===== config.mk =====
export PLATFORM = sky130hd
export DESIGN_NAME = w_addr_seq
export DESIGN_NICKNAME = d
export VERILOG_FILES = /design/src/rtl/w_addr_seq.sv
export SDC_FILE = /design/constraint.sdc
export NUM_CORES = 1
export LEC_CHECK = 0
export CORE_MARGIN = 4
export CORE_UTILIZATION = 45
export DETAILED_ROUTE_END_ITERATION = 8
export GPL_ROUTABILITY_DRIVEN = 0
export GPL_TIMING_DRIVEN = 0
export PLACE_DENSITY = 0.78
export SYNTH_ARGS = -nofsm -noshare
export SYNTH_HDL_FRONTEND = slang
export SYNTH_SLANG_ARGS = --single-unit

===== constraint.sdc =====
create_clock -name clk -period 3.04 [get_ports clk]
set_clock_uncertainty 0.05 [all_clocks]
set_input_delay 0.608 -clock clk [delete_from_list [all_inputs] [get_ports clk]]
set_output_delay 0.608 -clock clk [all_outputs]
set_load 0.005 [all_outputs]

===== src/rtl/w_addr_seq.sv =====
// Write-address sequencer for the SCAN polar decoder: latches one node command,
// picks the alpha/beta write bank and streams one offset beat per PE-group write.
module w_addr_seq #(
   parameter int N_LOG = 10,
   parameter int P_LOG = 3,
   localparam int BW = $clog2(N_LOG + 1),
   localparam int OW = ((N_LOG - P_LOG - 1) > 1) ? (N_LOG - P_LOG - 1) : 1
) (
   input  logic             clk,
   input  logic             rst,
   input  logic             cmd_valid,
   output logic             cmd_ready,
   input  logic [3:0]       cmd_type,
   input  logic [N_LOG:0]   cmd_layer,
   output logic             out_valid,
   input  logic             out_ready,
   output logic [BW-1:0]    w_a,
   output logic [BW-1:0]    w_b,
   output logic [OW-1:0]    w_off,
   output logic             w_last,
   output logic             err
);

   localparam int LW = N_LOG + 1;
   localparam logic [3:0] T_TYPE1 = 4'b0000;
   localparam logic [3:0] T_TYPE2 = 4'b0001;
   localparam logic [3:0] T_TYPE3 = 4'b0011;

   typedef enum logic [0:0] {IDLE = 1'b0, RUN = 1'b1} state_t;

   state_t          state_r, state_nxt_s;
   logic            cmd_ready_s, out_valid_s, accept_s, consume_s;
   logic            layer_ok_s;
   logic [BW-1:0]   l_s, map_a_s, map_b_s;
   logic [LW-1:0]   eff_layer_s, shifted_s;
   logic [OW-1:0]   beat_bm1_s, map_bm1_s;
   logic [BW-1:0]   w_a_r, w_b_r;
   logic [OW-1:0]   w_off_r, bm1_r;
   logic            w_last_r, err_r;

   function automatic logic is_pow2(input logic [LW-1:0] v);
      return (v != LW'(0)) && ((v & (v - LW'(1))) == LW'(0));
   endfunction

   function automatic logic [BW-1:0] layer_log2(input logic [LW-1:0] v);
      logic [BW-1:0] r;
      r = BW'(0);
      for (int i = 0; i < LW; i++) begin
         if (v[i]) r = BW'(i);
      end
      return r;
   endfunction

   // Bank and beat-count mapping of the command currently on the cmd bus.
   always_comb begin
      layer_ok_s  = is_pow2(cmd_layer);
      l_s         = layer_ok_s ? layer_log2(cmd_layer) : BW'(0);
      // An illegal layer behaves like a single-element node (L=0).
      eff_layer_s = layer_ok_s ? cmd_layer : LW'(1);
      shifted_s   = eff_layer_s >> (P_LOG + 1);
      beat_bm1_s  = (shifted_s == LW'(0)) ? OW'(0) : OW'(shifted_s - LW'(1));
      map_a_s     = BW'(0);
      map_b_s     = BW'(0);
      map_bm1_s   = OW'(0);
      case (cmd_type)
         T_TYPE1, T_TYPE2: begin
            map_bm1_s = beat_bm1_s;
            if (l_s >= BW'(2)) map_a_s = l_s - BW'(1);
            else               map_a_s = BW'(0);
         end
         T_TYPE3: begin
            map_bm1_s = beat_bm1_s;
            if ((l_s >= BW'(2)) && (l_s <= BW'(N_LOG - 1))) map_b_s = l_s;
            else                                            map_b_s = BW'(0);
         end
         default: begin
            map_b_s = BW'(1);
         end
      endcase
   end

   // Next state and handshake decode.
   always_comb begin
      state_nxt_s = state_r;
      cmd_ready_s = 1'b0;
      out_valid_s = 1'b0;
      case (state_r)
         IDLE: begin
            cmd_ready_s = 1'b1;
            if (cmd_valid) state_nxt_s = RUN;
            else           state_nxt_s = IDLE;
         end
         RUN: begin
            out_valid_s = 1'b1;
            // Ready on the last consumed beat so the next command follows without a bubble.
            cmd_ready_s = out_ready & w_last_r;
            if (out_ready && w_last_r) state_nxt_s = cmd_valid ? RUN : IDLE;
            else                       state_nxt_s = RUN;
         end
         default: begin
            state_nxt_s = IDLE;
         end
      endcase
   end

   assign accept_s  = cmd_valid & cmd_ready_s;
   assign consume_s = out_valid_s & out_ready;

   // State register.
   always_ff @(posedge clk or posedge rst) begin
      if (rst) state_r <= IDLE;
      else     state_r <= state_nxt_s;
   end

   // Per-command latches, offset counter and sticky error flag.
   always_ff @(posedge clk or posedge rst) begin
      if (rst) begin
         w_a_r    <= BW'(0);
         w_b_r    <= BW'(0);
         bm1_r    <= OW'(0);
         w_off_r  <= OW'(0);
         w_last_r <= 1'b0;
         err_r    <= 1'b0;
      end else if (accept_s) begin
         w_a_r    <= map_a_s;
         w_b_r    <= map_b_s;
         bm1_r    <= map_bm1_s;
         w_off_r  <= OW'(0);
         w_last_r <= (map_bm1_s == OW'(0));
         err_r    <= err_r | ~layer_ok_s;
      end else if (consume_s) begin
         if (w_last_r) begin
            w_off_r  <= OW'(0);
            w_last_r <= 1'b0;
         end else begin
            w_off_r  <= w_off_r + OW'(1);
            w_last_r <= ((w_off_r + OW'(1)) == bm1_r);
         end
      end else begin
         w_off_r  <= w_off_r;
         w_last_r <= w_last_r;
      end
   end

   assign cmd_ready = cmd_ready_s & ~rst;
   assign out_valid = out_valid_s;
   assign w_a       = w_a_r;
   assign w_b       = w_b_r;
   assign w_off     = w_off_r;
   assign w_last    = w_last_r;
   assign err       = err_r;

endmodule

==> impl_metrics.tcl, run 1 <==
set metrics [dict create \
    h-tree-depth 1 \
    max-vdd-ir-drop_uv 155.7 \
    path_delay_family "simple AND/OR/NAND/NOR gates" \
    dp_slack_ns -0.8020 \
    async_flop_share 1.000 \
    seqPwrFrac 0.440 \
    crit_buf_inv 2 \
    start_util 0.4686 \
    power.density_mw_per_mm2 377.2 \
    use_met2 0.2871 \
    fp-row-count 22 \
    wirelength_mm 4.083 \
    setup_viol 0 \
    die_y_um 69.74 \
    drive_gt1_frac 0.2094 \
    place_hpwl_mm 2.953 \
    dp.cells 267 \
    synthCells 186 \
    cts-root-buf "clkbuf_8" \
    drc 0 \
    hold_class "flop to flop" \
    startpoint_type "input pin" \
    min-delay-start "err" \
    area_growth_pct 33.19 \
    synth.avg_cell_area_um2 9.223 \
    rrSetupSlack_ns 1.04 \
    seq_area_frac_synth 0.3355 \
    reg2reg_to "w_last" \
    power_switching_mw 0.2767 \
    nets 260 \
    post_drt_via_cell_ratio 5.589 \
    synth_seq_cells 23 \
    portBuffers 33 \
    grt_pass1_vias 1487 \
    r2r_cells 6 \
    crit_path_top_delay_cell "nor4_2" \
    critPathMaxStageDelay_ns 0.41 \
    max_slew_margin 0.6240 \
    fin_ws_ns 0.08608 \
    synth_top_area_frac 0.3355 \
    combPwrFrac 0.341 \
    tightest_slew_ns 0.5610 \
    drtPass1Iterations 4 \
    syn_area_mm2 0.001715 \
    maxSlewViolCount 0 \
    hold_violations 0 \
    dr_total_vias 1576 \
    io_pins 37 \
    status "finished clean" \
    gr-max-usage-layer "met2" \
    grt_max_degree 25 \
    synth_top_area_cell "dfrtp_1" \
    critPathCaptureType "flop" \
    critPathKind "input pin to flop" \
    antenna_found_initial 0 \
    swShare 0.3211 \
    fp.coreArea_mm2 0.003661 \
    hold_buffers 0 \
    grt-ovfl-total 0 \
    power.leakage_nw 0.8879 \
    power_frac_clock 0.220 \
    dieArea_mm2 0.004864 \
    cp.arrival_ns 3.05 \
    min_to "err" \
    cap_violations 0 \
    ant_nets 0 \
    postSynthNetCount 211 \
    grt_first_pass_wirelength_mm 6.734 \
    n_antenna_cell 0 \
    grt_use_total 0.1652 \
    fp.dieW_um 69.74 \
    ys_warn_count 0 \
    clkTransAtPathRegs_ns 0.08 \
    cts.sinks 23 \
    fin_crit_sh 0.9717 \
    numCtsBuffers 3 \
    cp_max_fo 7 \
    final.min_clock_period_ns 2.954 \
    synth_cell_type_count 55 \
    cp.required_ns 3.14 \
    instances_no_fill 282 \
    ys.flop_type "dfrtp_1" \
    wl_per_cell_um 14.48 \
    clock.fmax_ghz 0.3385 \
    cts_tree "done" \
    met3_usage 0.01449 \
    rsz0062_at_grt "yes" \
    hold_depth 1 \
    ys_top_cells_by_area "dfrtp_1, xnor2_1, ha_1" \
    timing.rr.start "w_off[0]" \
    use_met1 0.2193 \
    ctsLongestPathBuffers 2 \
    path_cells "dlygate4sd2_1 > nor3_4 > o2111ai_2 > o21a_4 > a21oi_4 > buf_4 > nand2b_2 > ha_2 > nor4_2 > or3_4 > o31ai_2" \
    drtIter0Drc 78 \
    intPower_mw 0.5850 \
    synth_edf_count 0 \
    clk_latency_ns 0.26 \
]
-- how the worst max path moves through the flow --
stage | slack, ns | to | startpoint | cells past startpoint
global route | -0.04 | w_last | cmd_layer[5] | 13
detailed placement | -0.80 | w_a[2] | cmd_layer[5] | 11
CTS | 0.01 | cmd_ready | rst | 4
finish | 0.09 | w_a[2] | cmd_layer[5] | 11
floorplan | 0.12 | w_a[2] | cmd_layer[4] | 11
global placement | -0.77 | w_a[2] | cmd_layer[5] | 11
-- Yosys cell counts, types with 5 or more instances --
cell      instances
dfrtp_1          23
nand2_1          20
inv_1            12
nor2_1           12
xnor2_1          10
o21ai_1           9
o21ai_0           8
a211oi_1          7
ha_1              6
a21oi_1           5
nand3_1           5
o31ai_1           5
-- state kept, by name (all words and copies together) (netlist names) --
register and flops:
bm1_r 6, err 1, state_r 1, w_a 4
w_b 4, w_last 1, w_off 6
-- power groups by stage --
| stage | Sequential, mW | Combinational [mW] | Clock (mW) |
|---|---|---|---|
| global placement | 0.385 | 0.286 | 0 |
| floorplan | 0.380 | 0.162 | 0 |
| CTS | 0.379 | 0.292 | 0.191 |
| finish | 0.379 | 0.294 | 0.189 |
| detailed placement | 0.386 | 0.290 | 0 |
| global route | 0.385 | 0.328 | 0.207 |
-- layer usage --
| layer | up-vias | share of wire | wire length (µm) |
|---|---|---|---|
| li1 | 779 | - | - |
| met1 | 757 | 0.45 | 1827 |
| met2 | 38 | 0.50 | 2058 |
| met3 | 2 | 0.041 | 169 |
| met4 | 0 | 0.0066 | 27 |
| met5 | - | 0 | 0 |
-- cell type report --
type	count	area, µm²
clock buffer	4	45.04
fill	312	1376
timing repair inverter	1	5.005
buffer	4	22.52
inverter	12	48.80
timing repair buffer	43	392.9
multi-input combinational	147	1135
tap	48	60.06
sequential	23	575.6
-- cells by family after synthesis --
group	Yosys count	synth area share
compound gates	56	0.2575
mux	4	0.02334
simple gates	68	0.2341
flops	23	0.3355
fa+ha+maj	6	0.04376
xor+xnor	13	0.06638
buf+inv	16	0.03938
-- cells in the final DEF, fill, tap and decap left out, types with 5 or more instances in the layout --
| cell type | instances |
|---|---|
| clkdlybuf4s50_1 | 25 |
| dfrtp_1 | 23 |
| nand2_1 | 19 |
| nor2_1 | 12 |
| inv_1 | 11 |
| o21ai_1 | 10 |
| xnor2_1 | 10 |
| buf_4 | 10 |
| a211oi_1 | 7 |
| o21ai_0 | 6 |
| dlygate4sd2_1 | 6 |
| nand3_1 | 5 |
| a21oi_1 | 5 |
-- metrics by stage --
stage / hold WS (ns) / total power [mW] / cell area [µm²] / setup TNS [ns] / utilization
2_1_floorplan: 0.4010 / 0.5419 / 1715 / 0 / -
3_5_place_dp: 0.4060 / 0.6760 / 2106 / -6.054 / 0.5752
3_3_place_gp: 0.3987 / 0.6717 / 2106 / -5.567 / 0.5752
5_1_grt: 0.4616 / 0.9196 / 2285 / -0.04842 / 0.6241
4_1_cts: 0.4248 / 0.8626 / 2226 / 0 / 0.6080
6_report: 0.4201 / 0.8618 / 2285 / 0 / 0.6241
-- repair_timing --
action	CTS	global route
setup buffers	7	3
pin swaps	5	5
setup endpoints to repair	9	7
resized for setup	15	11
gates cloned	0	1
endpoints found under the hold margin	0	0
Power figures use the tool's default switching activity.
==> run 2, diff against run 1 <==
--- a/config.mk
+++ b/config.mk
@@ -14,3 +14,4 @@
 export SYNTH_ARGS = -nofsm -noshare
 export SYNTH_HDL_FRONTEND = slang
 export SYNTH_SLANG_ARGS = --single-unit
+export TNS_END_PERCENT = 10
==> run 2 against run 1 <==
Effect of this change:
- power grew 0.11%
- flip-flop and latch count is the same
- worst hold slack is essentially flat
- die area is the same
- final cell count is the same
- critical endpoint unchanged
==> impl_metrics.tcl, run 2 (same netlist as run 1, synthesis figures left out) <==
set metrics [dict create \
    dieArea_mm2 0.004864 \
    fp-row-count 22 \
    cp_max_fo 7 \
    grt_use_total 0.1652 \
    start_util 0.4686 \
    cp.required_ns 3.13 \
    grt_max_degree 25 \
    wirelength_mm 4.116 \
    cts-root-buf "clkbuf_8" \
    drtPass1Iterations 4 \
    status "finished clean" \
    die_y_um 69.74 \
    grt_pass1_vias 1487 \
    cts.sinks 23 \
    power.density_mw_per_mm2 378.4 \
    hold_class "flop to flop" \
    drc 0 \
    rsz0062_at_grt "yes" \
    rrSetupSlack_ns 1.05 \
    worst_hold_slack_ns 0.4201 \
    final_util 0.6227 \
    post_drt_via_cell_ratio 5.599 \
    r2r_cells 6 \
    area_growth_pct 32.90 \
    max_slew_margin 0.6182 \
    hold_depth 1 \
    setup_viol 0 \
    critPathKind "input pin to flop" \
    reg2reg_to "w_last" \
    numCtsBuffers 3 \
    final.min_clock_period_ns 2.946 \
    final_cell_mix "clkdlybuf4s50_1, dfrtp_1, nand2_1" \
    fp.dieW_um 69.74 \
    timing.rr.start "w_off[0]" \
    portBuffers 33 \
    clkTransAtPathRegs_ns 0.08 \
    clk_latency_ns 0.26 \
    hold_buffers 0 \
    io_pins 37 \
    drive_gt1_frac 0.2051 \
    antenna_found_initial 0 \
    grt-ovfl-total 0 \
    fin_crit_sh 0.9690 \
    setup_tns_ns 0 \
    clock.fmax_ghz 0.3395 \
    hold_violations 0 \
    h-tree-depth 1 \
    power.leakage_nw 0.8863 \
    drtIter0Drc 89 \
    cts_tree "done" \
    tightest_slew_ns 0.5696 \
    dp.cells 267 \
    place_hpwl_mm 2.953 \
    min-delay-start "err" \
    maxSlewViolCount 0 \
    startpoint_type "input pin" \
    instances_no_fill 282 \
    critPathCaptureType "flop" \
    fillCellCount 310 \
    dr_total_vias 1579 \
    final_common_cell "clkdlybuf4s50_1" \
    ant_nets 0 \
    n_antenna_cell 0 \
    nets 260 \
    min_to "err" \
    cp.arrival_ns 3.04 \
    grt_first_pass_wirelength_mm 6.734 \
    ctsLongestPathBuffers 2 \
    cap_violations 0 \
    max-vdd-ir-drop_uv 155.8 \
    wl_per_cell_um 14.60 \
    p_total_mw 0.8627 \
    fp.coreArea_mm2 0.003661 \
]
-- run 2: changes by cell type in the layout (fill, tap and decap cells not counted) --
cell	delta
o31ai_2	-1
o31ai_1	+1
-- run 2: what timing repair did --
item                       CTS  global route
cloned                       0             1
setup endpoints to repair    9             7
resized for setup           15            10
pin swaps                    5             5
setup buffers                7             3
-- run 2: layout make-up --
class / instances / area (µm²) / area share
Buffer: 4 / 22.52 / 0.009879
Tap cell: 48 / 60.06 / 0.02634
Timing Repair inverter: 1 / 5.005 / 0.002195
Clock buffer: 4 / 45.04 / 0.01976
Inverter: 12 / 48.80 / 0.02141
Multi-Input combinational cell: 147 / 1130 / 0.4956
Sequential cell: 23 / 575.6 / 0.2525
Timing Repair Buffer: 43 / 392.9 / 0.1723
-- run 2: metal layers --
| metal | vias up | wire [µm] | global-route usage | part of all wire |
|---|---|---|---|---|
| met2 | 45 | 2050 | 0.2871 | 0.50 |
| met4 | 0 | 42 | 0.04468 | 0.010 |
| met3 | 6 | 162 | 0.01449 | 0.039 |
| li1 | 778 | - | - | - |
| met5 | - | 0 | 0 | 0 |
| met1 | 750 | 1860 | 0.2193 | 0.45 |
-- run 2: worst max path at each step --
stage | slack (ns) | startpoint | end
after floorplan | 0.12 | cmd_layer[4] | w_a[2]
after global placement | -0.77 | cmd_layer[5] | w_a[2]
after detailed placement | -0.80 | cmd_layer[5] | w_a[2]
after CTS | 0.01 | rst | cmd_ready
after global routing | -0.04 | cmd_layer[5] | w_last
final | 0.09 | cmd_layer[5] | w_a[2]
-- run 2: critical path, cell delays in order --
cell and delay, ns:
dlygate4sd2_1 0.36, nor3_4 0.31, o2111ai_2 0.17, o21a_4 0.25, a21oi_4 0.18, buf_4 0.14, nand2b_2 0.09, ha_2 0.22
nor4_2 0.40, or3_4 0.22, o31ai_1 0.08
-- run 2: through the flow --
stage	instance area (µm²)	setup WS, ns
after floorplan	1715	0.1206
after global placement	2106	-0.7705
after detailed placement	2106	-0.8020
after CTS	2226	0.01062
after global routing	2280	-0.04131
final	2280	0.09432
-- run 2: where the power goes --
group          internal, mW  total [mW]  switching (mW)
registers             0.335       0.379          0.0436
clock network        0.0934       0.190          0.0962
logic                 0.156       0.294           0.138
total                 0.585       0.863           0.278
==> run 3, diff against run 2 <==
--- a/config.mk
+++ b/config.mk
@@ -5,8 +5,9 @@
 export SDC_FILE = /design/constraint.sdc
 export NUM_CORES = 1
 export LEC_CHECK = 0
-export CORE_MARGIN = 4
+export CORE_MARGIN = 2
 export CORE_UTILIZATION = 45
+export CTS_CLUSTER_SIZE = 14
 export DETAILED_ROUTE_END_ITERATION = 8
 export GPL_ROUTABILITY_DRIVEN = 0
 export GPL_TIMING_DRIVEN = 0
==> run 3 against run 2 <==
Effect of this change:
- count of clock-buffer cells in the layout is the same
- flip-flop and latch count is the same
- global-route usage grew 3.8 points
- register-to-register slack is essentially flat
- sequential power is essentially flat
- worst hold slack lost 0.0055 ns
- wire length shrank 4.1%
- non-clock buffer count shrank 1
- final cell count shrank 0.35%
- highest routed layer unchanged
==> impl_metrics.tcl, run 3 (same netlist as run 1, synthesis figures left out) <==
set metrics [dict create \
    status "finished clean" \
    hold_depth 1 \
    post_drt_via_cell_ratio 5.534 \
    h-tree-depth 1 \
    path_cells "dlygate4sd2_1 > nor4_4 > buf_4 > and3_4 > o31ai_4 > a21oi_4 > buf_4 > nand2_1 > ha_1 > nor3b_1 > nand3_1 > o21ai_0 > a221oi_1 > o21ai_1" \
    drive_gt1_frac 0.1931 \
    fillCellCount 325 \
    max_slew_margin 0.6340 \
    rrSetupSlack_ns 1.04 \
    ctsLongestPathBuffers 2 \
    cp_max_fo 4 \
    path_delay_family "simple AND/OR/NAND/NOR gates" \
    regArea_um2 575.6 \
    place_hpwl_mm 2.939 \
    grt_max_degree 25 \
    cp.required_ns 3.13 \
    hold_buffers 0 \
    crit_buf_inv 3 \
    clkTransAtPathRegs_ns 0.08 \
    fp.coreArea_mm2 0.003661 \
    max-vdd-ir-drop_uv 155.0 \
    antenna_found_initial 0 \
    io_pins 37 \
    drtIter0Drc 70 \
    dp_slack_ns -0.8101 \
    critical_path.most_common_cell "buf_4" \
    clk_latency_ns 0.26 \
    fp-row-count 22 \
    portBuffers 33 \
    dp.cells 267 \
    p_total_mw 0.8666 \
    cp.arrival_ns 3.05 \
    final_util 0.6159 \
    wirelength_mm 3.947 \
    hold_class "flop to flop" \
    cts_tree "done" \
    critPathKind "input pin to flop" \
    grt_pass1_vias 1548 \
    instances_no_fill 281 \
    numCtsBuffers 3 \
    cap_violations 0 \
    clock.fmax_ghz 0.3378 \
    power.density_mw_per_mm2 384.4 \
    start_util 0.4686 \
    critical_path_cell_count 14 \
    cts-root-buf "clkbuf_8" \
    fp.dieW_um 65.74 \
    timing.rr.start "w_off[0]" \
    grt-ovfl-total 0 \
    power.leakage_nw 0.8811 \
    startpoint_type "input pin" \
    dieArea_mm2 0.004322 \
    ant_nets 0 \
    crit_path_top_delay_cell "ha_1" \
    final_cell_mix "clkdlybuf4s50_1, dfrtp_1, nand2_1" \
    final.min_clock_period_ns 2.960 \
    maxSlewViolCount 0 \
    final_common_cell "clkdlybuf4s50_1" \
    critPathCapture "w_last" \
    reg2reg_to "w_last" \
    drtPass1Iterations 4 \
    setup_viol 0 \
    area_growth_pct 31.44 \
    hold_violations 0 \
    fin_ws_ns 0.08006 \
    rsz0062_at_grt "yes" \
    tightest_slew_ns 0.5459 \
    n_antenna_cell 0 \
    nets 259 \
    fin_crit_sh 0.9737 \
    dr_total_vias 1555 \
    grt_use_total 0.2028 \
    multi_input_area_mm2 0.001117 \
    drc 0 \
    grt_first_pass_wirelength_mm 6.962 \
    startpoint "cmd_layer[2]" \
    cts.sinks 23 \
    critPathCaptureType "flop" \
    critPathMaxStageDelay_ns 0.31 \
    r2r_cells 6 \
    wl_per_cell_um 14.05 \
    die_y_um 65.74 \
]
run 3: metal layers:
| metal | vias to the layer above | GRT usage | wire length (µm) |
|---|---|---|---|
| met5 | - | 0 | 0 |
| li1 | 775 | - | - |
| met3 | 7 | 0.01541 | 98 |
| met2 | 34 | 0.3573 | 1902 |
| met4 | 0 | 0.07552 | 61 |
| met1 | 739 | 0.2573 | 1884 |
run 3: how the worst min path moves through the flow:
| stage | startpoint | to | slack [ns] |
|---|---|---|---|
| 2_1_floorplan | err | err | 0.40 |
| 3_3_place_gp | err | err | 0.40 |
| 3_5_place_dp | err | err | 0.41 |
| 4_1_cts | err | err | 0.42 |
| 5_1_grt | err | err | 0.46 |
| 6_report | err | err | 0.41 |
run 3: metrics by stage:
| stage | setup TNS (ns) | hold WS [ns] | area (µm²) |
|---|---|---|---|
| finish | 0 | 0.4146 | 2255 |
| global route | -0.1068 | 0.4594 | 2255 |
| CTS | 0 | 0.4236 | 2253 |
| detailed placement | -5.993 | 0.4052 | 2106 |
| global placement | -5.739 | 0.3990 | 2106 |
| floorplan | 0 | 0.4010 | 1715 |
run 3: area by class of cell:
type                    instances  share of cell area
multi-input cells             147              0.4956
flip-flops and latches         23              0.2553
repair buffers                 42              0.1687
well taps                      48             0.02664
inverters                      12             0.02164
clock buffers                   4             0.01998
plain buffers                   4            0.009989
repair inverters                1            0.002220
run 3: power breakdown:
group | switching [mW] | leakage [nW] | internal, mW
Sequential | 0.0448 | 0.304 | 0.335
Clock | 0.0969 | 0.0228 | 0.0935
Combinational | 0.139 | 0.554 | 0.157
Total | 0.281 | 0.881 | 0.586
run 3: timing repair:
item	CTS	global route
pin swaps	4	4
gates resized for setup	17	6
setup buffers	9	0
endpoints found under the hold margin	0	0
gates cloned	0	1
endpoints found under the setup margin	9	8
